### src/rtl/result_writer.sv
// AVMM write master: stores one NDWORDS x 32-bit record as consecutive 16-bit
// halfwords at baseaddr + index*NDWORDS*4, low half of word 0 first.
module result_writer #(
  parameter int NDWORDS = 4
) (
  input  logic                   i_clk,
  input  logic                   i_rstn,
  input  logic [31:0]            baseaddr,
  input  logic [31:0]            index,
  input  logic                   write,
  input  logic [32*NDWORDS-1:0]  data,
  output logic                   iready,
  output logic                   o_done,
  output logic                   avm_m0_write,
  output logic [31:0]            avm_m0_address,
  output logic [15:0]            avm_m0_writedata,
  output logic [1:0]             avm_m0_byteenable,
  input  logic                   avm_m0_waitrequest
);

  // state | meaning
  // IDLE  | waiting for a request; iready=1, no bus activity
  // BUSY  | streaming halfwords of the latched record to the slave

  localparam int NHALF = 2 * NDWORDS;
  localparam int KW = (NHALF > 1) ? $clog2(NHALF) : 1;
  localparam logic [KW-1:0] K_LAST = KW'(NHALF - 1);
  localparam logic [31:0] STRIDE = 32'(NDWORDS * 4);

  typedef enum logic {IDLE, BUSY} state_t;

  state_t                state, state_nx;
  logic [KW-1:0]         k, k_nx, k_inc;
  logic [32*NDWORDS-1:0] rec, rec_nx;
  logic [31:0]           addr_nx;
  logic [15:0]           wdata_nx;
  logic                  wr_nx;
  logic [1:0]            be_nx;
  logic                  done_nx;
  logic                  accept, xfer, last;

  assign iready = (state == IDLE);
  assign accept = write && (state == IDLE);
  assign xfer   = (state == BUSY) && avm_m0_write && !avm_m0_waitrequest;
  assign last   = (k == K_LAST);
  assign k_inc  = k + 1'b1;

  always_ff @(posedge i_clk or negedge i_rstn) begin
    if (!i_rstn) begin
      state             <= IDLE;
      k                 <= '0;
      rec               <= '0;
      avm_m0_write      <= 1'b0;
      avm_m0_address    <= '0;
      avm_m0_writedata  <= '0;
      avm_m0_byteenable <= 2'b00;
      o_done            <= 1'b0;
    end else begin
      state             <= state_nx;
      k                 <= k_nx;
      rec               <= rec_nx;
      avm_m0_write      <= wr_nx;
      avm_m0_address    <= addr_nx;
      avm_m0_writedata  <= wdata_nx;
      avm_m0_byteenable <= be_nx;
      o_done            <= done_nx;
    end
  end

  always_comb begin
    state_nx = state;
    case (state)
      IDLE:    if (accept) state_nx = BUSY;
      BUSY:    if (xfer && last) state_nx = IDLE;
      default: state_nx = IDLE;
    endcase
  end

  // Bus outputs are computed one cycle ahead so they leave the block registered;
  // during a stall every field simply holds.
  always_comb begin
    k_nx     = k;
    rec_nx   = rec;
    addr_nx  = avm_m0_address;
    wdata_nx = avm_m0_writedata;
    wr_nx    = avm_m0_write;
    be_nx    = avm_m0_byteenable;
    done_nx  = 1'b0;
    if (accept) begin
      rec_nx   = data;
      k_nx     = '0;
      addr_nx  = baseaddr + index * STRIDE;
      wdata_nx = data[15:0];
      wr_nx    = 1'b1;
      be_nx    = 2'b11;
    end else if (xfer) begin
      if (last) begin
        wr_nx   = 1'b0;
        be_nx   = 2'b00;
        done_nx = 1'b1;
      end else begin
        k_nx     = k_inc;
        addr_nx  = avm_m0_address + 32'd2;
        wdata_nx = rec[{k_inc, 4'h0} +: 16];
      end
    end
  end

endmodule

### config.mk
export PLATFORM = sky130hd
export DESIGN_NAME = result_writer
export DESIGN_NICKNAME = d
export VERILOG_FILES = /design/src/rtl/result_writer.sv
export SDC_FILE = /design/constraint.sdc
export NUM_CORES = 1
export LEC_CHECK = 0
export ABC_AREA = 1
export CORE_ASPECT_RATIO = 0.5
export CORE_MARGIN = 2
export CORE_UTILIZATION = 26
export DETAILED_ROUTE_END_ITERATION = 10
export PLACE_DENSITY = 0.47
export SKIP_CTS_REPAIR_TIMING = 1
export SLEW_MARGIN = 20
export SYNTH_ARGS = -nofsm -noshare
export SYNTH_HDL_FRONTEND = slang
export SYNTH_SLANG_ARGS = --single-unit
### constraint.sdc
create_clock -name i_clk -period 4.1 [get_ports i_clk]
set_input_delay 0.82 -clock i_clk [delete_from_list [all_inputs] [get_ports i_clk]]
set_output_delay 0.82 -clock i_clk [all_outputs]
set_load 0.01 [all_outputs]
# Word-level counts from Yosys, hierarchy flattened
# Index checks and enable logic that the tools add are counted.
[word_totals]
reg_bits = 184
input_bits = 196
out_inout_bits = 53
elab_cells = 45
[classes]
add_sub_neg = 3
n_eq_ne = 2
shifts = 1
mux = 21
bitwise = 1
n_reduce_logical = 9
[ops]
columns = ["cell", "count"]
rows = [
  ["variable part select 128 x 8 -> 16 bit", 1],
  ["two-way mux 32 bit", 3],
  ["two-way mux 16 bit", 3],
  ["adder 32 x 2 -> 32 bit (second input constant)", 1],
  ["adder 32 bit", 1],
  ["two-way mux 3 bit", 3],
  ["two-way mux 1 bit", 8],
  ["two-way mux 2 bit", 3],
  ["logical AND 1 bit", 4],
  ["AND reduction 2 bit", 2],
  ["nonzero test 2 bit", 2],
  ["adder 3 x 1 -> 3 bit (second input constant)", 1],
  ["equality test 3 bit (second input constant)", 1],
  ["!= test 2 bit (second input constant)", 1],
  ["case mux 1 bit (2 select lines)", 1],
  ["logical NOT 1 bit", 1],
  ["NOT 1 bit", 1],
]

# Longest topological paths before layout
# Gate-level depths: netlist of run 1.
[logic_depth]
depth_word = 5
depth_mapped = 14

# Worst setup path before layout of run 1
# No wires, ideal clock.
[synth_timing]
kind = "in2reg"
start = "input baseaddr[4]"
end = "register avm_m0_address[20]"
setup_ns = 0.078
t_arrival_ns = 2.195
setup_slack_ns = 1.828
stages = 13
cell_sequence = "ha_1 inv_1 fa_1 inv_1 nand3_1 nand3_1 nand2_1 nand2_1 nand2_1 nand2_1 xor2_1 nand2_1 a21boi_1"
[synth_via]
elab_chain_cells = 2
[synth_rtl]
columns = ["element", "line_no", "rtl"]
rows = [
  ["start: declaration", "8", "input logic [31:0] baseaddr,"],
  ["adder 32 bit", "92", "addr_nx = baseaddr + index * STRIDE;"],
  ["two-way mux 32 bit", "89", "if (accept) begin"],
  ["end signal: assignment", "63", "avm_m0_address <= addr_nx;"],
  ["end: declaration", "15", "output logic [31:0] avm_m0_address,"],
]
# Every way passes these cells.
# A chain may end at the register's enable or synchronous reset.

# Worst setup path after layout of run 1
# Ends and elaborated chain as after synthesis.

==> flow_summary_export.csv, run 1 <==
group,metric,value,unit
routing,vias,10750,
timing,grt_setup_unrepaired,"false",
timing,max_slew.worst_pin.slew,0.8377,ns
clock_tree,cts_buffers,17,
setup_path,cp.depth,14,
setup_path,cp.required,4.47,ns
setup_path,cp_num_buf_inv,3,
die,start_util,26.33,%
clock_tree,cts_sinks,182,
synth,syn_area,11040,um2
timing,setup-tns-final,0,ns
die,rows,53,
clock_tree,htree_levels,4,
setup_path,critPathCaptureType,"flip-flop",
setup_path,endpoint,"avm_m0_address[20]$_DFFE_PN0P_",
die,fp.dieW,295.4,um
synth,ys_types,44,
global_routing,grt_pass1_wl,61.64,mm
clock_tree,clk_latency,0.46,ns
global_routing,antenna_found_initial,0,
setup_path,critPathSlowestCell,"clkdlybuf4s50_1",
place,dp_cells,2381,
place,dp_hpwl,29.25,mm
synth,synthCells,1613,
timing,timing.hold.ws,0.4248,ns
timing,finalHoldViolCount,0,
timing,fin_crit_sh,63.84,%
timing,worst_slack,1.483,ns
die,die_area,44210,um2
timing,fmax,382.1,MHz
synth,synth-seq-area-share,41.27,%
routing,drtAntennaViolNets,0,
final_layout,utilization,34.83,%
clock_tree,cts_root_buf,"clkbuf_16",
routing,drc,0,
setup_path,crit_path_max_fanout,5,
final_layout,area_growth,32.29,%
final_layout,final_common_cell,"nand2_1",
timing,final-setup-viol-count,0,
synth,syn_avg_cell_area,6.842,um2
final_layout,multi_input_area,5550,um2
setup_path,ff2ff_setup_slack,1.68,ns
clock_tree,ctsLongestPathBuffers,2,
routing,postRouteWirelength,39.86,mm
final_layout,final_cell_mix,"nand2_1 (655), clkdlybuf4s50_1 (243), dfrtp_1 (181)",
final_layout,antenna_cells_inserted,0,
place,placed_area,14030,um2
setup_path,crit_type,"in2reg",
setup_path,critical_path.most_common_cell,"nand2_1",
timing,maxSlewViolCount,0,
final_layout,postLayoutCellArea,14600,um2
final_layout,layout-drive-gt1-share,4.412,%
routing,avgViaCountPerCell,4.455,
global_routing,grt_max_degree,146,
pwr,peakVddDrop,380.0,uV
run,max_cap_viol_count,0,
pwr,total_power,9.172,mW
routing,drt_iter0_markers,684,
global_routing,grt_pass1_vias,10626,
clock_tree,cts_tree,"built",
die,die_h,149.7,um
timing,period_minus_slack,2.617,ns
setup_path,crit_arrival,2.99,ns
place,io_buffers,244,
timing,maxSlewHeadroom,44.16,%
setup_path,r2r_cells,10,
global_routing,overflow,0,
setup_path,max_stage_delay,0.46,ns
outcome,status,"completed",
pwr,p_per_area,628.3,nW/um2
hold_path,hp-class,"in2async",
place,pre_cts_ws,0.9661,ns
routing,drtPass1Iterations,5,
synth,ys.warnings.count,0,
synth,syn_nets,1840,
clock_tree,path_clk_slew,0.08,ns
setup_path,reg2reg_to,"avm_m0_writedata[6]$_DFFE_PN0P_",
timing,fin_worst_skew,0.01743,ns
final_layout,seq_area,4556,um2
synth,ys_ff_latch,182,
final_layout,instances_no_fill,2413,
setup_path,crit_start,"baseaddr[4]",
die,fp.coreArea,41910,um2
global_routing,grt_usage,18.30,%
final_layout,fin_nets,2050,
routing,wl_per_cell,16.52,um
setup_path,regToRegStartpoint,"k[0]$_DFFE_PN0P_",
setup_path,cp-start-kind,"input port",
final_layout,fillers,4579,
setup_path,cp_cell_sequence,"clkdlybuf4s50_1 > ha_1 > inv_1 > fa_1 > inv_1 > nand3_1 > nand3_1 > nand2_1 > nand2_1 > nand2_1 > nand2_1 > xor2_1 > nand2_1 > a21boi_1",
setup_path,critPathTopFamily,"simple AND/OR/NAND/NOR gates",
place,gp_congestion,0.8582,
pwr,p_leak,7.059,nW
die,io_pins,249,
==> worst min-delay path by stage <==
stage / startpoint / end / slack [ns]
finish: i_rstn / avm_m0_address[0]$_DFFE_PN0P_ / 0.42
global route: i_rstn / rec[120]$_DFFE_PN0P_ / 0.47
CTS: i_rstn / avm_m0_address[0]$_DFFE_PN0P_ / 0.47
detailed placement: rec[93]$_DFFE_PN0P_ / rec[93]$_DFFE_PN0P_ / 0.46
global placement: rec[84]$_DFFE_PN0P_ / rec[84]$_DFFE_PN0P_ / 0.46
floorplan: rec[112]$_DFFE_PN0P_ / rec[112]$_DFFE_PN0P_ / 0.44
==> power breakdown <==
part | internal (mW) | switching, mW | total (mW)
logic | 1.69 | 2.64 | 4.33
clock network | 0.857 | 0.798 | 1.65
registers | 2.60 | 0.583 | 3.19
==> registers in the layout, indices dropped and copies added, names as in the netlist <==
name / flops
avm_m0_address: 32
avm_m0_byteenable: 1
avm_m0_writedata: 16
k: 3
o_done: 1
rec: 128
state: 1
==> cell usage after synthesis (all sizes together) <==
cell type	n	area share, %
o32ai	1	0.079
a31oi	7	0.40
buf	42	2.1
and3	2	0.11
nand2	665	23
xor2	9	0.71
nand4	26	1.5
xnor2	3	0.24
o21a	2	0.14
a21oi	53	2.4
a221oi	1	0.079
or2	1	0.057
ha	30	3.4
o21ai	136	6.2
dfrtp	182	41
inv	162	5.5
nand3	65	3.1
a21boi	1	0.068
fa	1	0.18
and2	4	0.23
clkbuf	25	0.85
o22ai	17	0.96
nor3	16	0.87
o31ai	3	0.20
o211ai	5	0.34
nor4	1	0.057
nand3b	6	0.41
a211oi	1	0.068
nor2	140	5.2
a21o	2	0.15
o21bai	3	0.20
a311oi	1	0.079
==> metal layers <==
metal | global-route usage [%] | part of all wire, % | up-vias
li1 | - | - | 5539
met1 | 24.25 | 47 | 5010
met2 | 31.51 | 48 | 175
met3 | 2.659 | 3.0 | 26
met4 | 4.289 | 1.3 | 0
met5 | 0 | 0 | -
==> area by class of cell <==
type | instances | area share [%]
multi-input combinational | 1202 | 38.02
sequential | 182 | 31.21
timing repair buffer | 258 | 17.73
tap | 577 | 4.945
inverter | 162 | 4.200
clock buffer | 18 | 2.940
clock inverter | 14 | 0.9599
==> cell families (layout without fill, tap and decap cells) <==
group | count (synthesis) | in the layout | synth area share [%]
xor+xnor | 12 | 12 | 0.9525
simple gates | 926 | 926 | 34.38
fa+ha+maj | 31 | 31 | 3.583
buf+inv | 229 | 452 | 8.481
flops | 182 | 182 | 41.27
compound gates | 233 | 233 | 11.34
Power figures use the tool's default switching activity.
==> run 2, diff against run 1 <==
Settings changed: PLACE_DENSITY 0.47 to 0.49.
Clock period 4.1 ns to 2.3 ns, I/O delays scaled along.
==> flow_summary_export.csv, run 2 (synthesis gave the netlist of run 1 again) <==
group,metric,value,unit
outcome,status,"completed",
place,dp_hpwl,30.88,mm
setup_path,crit_type,"in2reg",
routing,avgViaCountPerCell,4.454,
pwr,pwr-share-comb,48.2,%
hold_path,hp-class,"in2async",
final_layout,layout-drive-gt1-share,8.220,%
routing,postRouteWirelength,40.75,mm
run,max_cap_viol_count,0,
routing,drtAntennaViolNets,0,
global_routing,overflow,0,
die,start_util,26.33,%
setup_path,crit_arrival,2.47,ns
final_layout,top_register,"rec",
timing,fin_crit_sh,90.68,%
final_layout,fin_nets,2124,
clock_tree,ctsLongestPathBuffers,2,
pwr,internal_power,9.677,mW
pwr,p_per_area,1113,nW/um2
pwr,peakVddDrop,637.6,uV
die,fp.coreArea,41910,um2
global_routing,grt_max_degree,95,
place,io_buffers,244,
global_routing,grt_pass1_wl,63.24,mm
die,rows,53,
timing,final-setup-viol-count,0,
timing,max_slew.worst_pin.slew,0.5441,ns
place,gp_congestion,0.8637,
clock_tree,cts_root_buf,"clkbuf_16",
die,fp.dieW,295.4,um
setup_path,cp-start-kind,"input port",
clock_tree,htree_levels,4,
routing,wl_per_cell,16.39,um
clock_tree,cts_buffers,17,
place,dp_cells,2454,
pwr,p_leak,7.470,nW
pwr,total_power,17.03,mW
final_layout,instances_no_fill,2487,
die,die_h,149.7,um
pwr,netSwitchingFraction,43.19,%
clock_tree,clk_latency,0.46,ns
die,die_area,44210,um2
clock_tree,path_clk_slew,0.08,ns
timing,setup-tns-final,0,ns
final_layout,fillers,4512,
clock_tree,cts_tree,"built",
timing,maxSlewHeadroom,63.35,%
final_layout,antenna_cells_inserted,0,
final_layout,final_cell_mix,"nand2_1 (655), clkdlybuf4s50_1 (243), dfrtp_1 (181)",
timing,maxSlewViolCount,0,
timing,grt_setup_unrepaired,"false",
routing,vias,11077,
final_layout,reg.largest.list,"rec x128, avm_m0_address x32, avm_m0_writedata x16",
timing,fmax,479.5,MHz
routing,drt_iter0_markers,694,
timing,fin_worst_skew,0.01064,ns
clock_tree,cts_sinks,182,
global_routing,grt_pass1_vias,11061,
final_layout,largest_register_ffs,128,
global_routing,grt_usage,18.81,%
pwr,p_seq_share,33.5,%
die,io_pins,249,
setup_path,critPathCaptureType,"flip-flop",
timing,period_minus_slack,2.086,ns
pwr,p_clk_share,18.3,%
global_routing,antenna_found_initial,0,
final_layout,area_growth,38.70,%
pwr,switchingPower,7.356,mW
routing,drc,0,
timing,finalHoldViolCount,0,
setup_path,crit_path_max_fanout,4,
routing,drtPass1Iterations,5,
final_layout,final_common_cell,"nand2_1",
setup_path,cp.required,2.68,ns
-- run 2: metrics by stage --
stage | hold slack (ns) | setup WS [ns] | util, % | area (um2)
2_1_floorplan | 0.1644 | 0.3878 | - | 11040
3_3_place_gp | 0.3205 | -0.2996 | 34.99 | 14670
3_5_place_dp | 0.3205 | -0.3121 | 34.99 | 14670
4_1_cts | -0.1886 | 0.06706 | 36.47 | 15280
5_1_grt | 0.3937 | 0.01942 | 36.52 | 15310
6_report | 0.4023 | 0.2144 | 36.52 | 15310
-- run 2: worst max-delay path: stages --
cell and delay (ns):
clkdlybuf4s50_1 0.46, ha_1 0.16, inv_1 0.05, fa_1 0.36, inv_1 0.10, nand3_1 0.08
nand3_2 0.11, nand2_1 0.06, nand2_1 0.14, nand2_1 0.07, nand2_1 0.07, xor2_1 0.17
nand2_1 0.07, a21boi_1 0.11
-- run 2: final timing paths --
kind	from	to	slack, ns	cells past startpoint
worst max-delay path	baseaddr[4]	avm_m0_address[20]$_DFFE_PN0P_	0.21	14
worst min-delay path	i_rstn	avm_m0_address[0]$_DFFE_PN0P_	0.40	2
worst max register to register	k[0]$_DFFE_PN0P_	avm_m0_writedata[14]$_DFFE_PN0P_	0.26	9
worst min register to register	rec[74]$_DFFE_PN0P_	rec[74]$_DFFE_PN0P_	0.47	2
max in group asynchronous	i_rstn	avm_m0_address[20]$_DFFE_PN0P_	1.22	3
min in group i_clk	rec[74]$_DFFE_PN0P_	rec[74]$_DFFE_PN0P_	0.47	2
-- run 2: final cells by class --
cell class	count	area, um2	area share (%)
clock buffers	17	425.4	2.779
multi-input cells	1202	5558	36.31
clock inverters	15	193.9	1.267
repair buffers	332	3238	21.16
inverters	162	613.1	4.006
flip-flops and latches	182	4556	29.76
well taps	577	721.9	4.717
-- run 2: metal layers --
layer | wire length (um) | GRT usage (%) | vias up
li1 | - | - | 5683
met1 | 19480 | 24.99 | 5210
met2 | 19700 | 32.64 | 155
met3 | 1076 | 2.495 | 29
met4 | 495 | 4.137 | 0
met5 | 0 | 0 | -
-- run 2: power by group through the flow --
stage                     clock (mW)  combinational (mW)  sequential [mW]
after CTS                       3.22                8.28             5.70
after floorplan                    0                4.58             5.57
final                           3.11                8.21             5.71
after global routing            3.35                9.28             5.88
after global placement             0                8.22             5.74
after detailed placement           0                8.25             5.75
==> run 3, diff against run 2 <==
Settings changed: SLEW_MARGIN 20 to default.
==> results of run 3 <==
Final layout, timing and power as in run 2 (identical DEF).
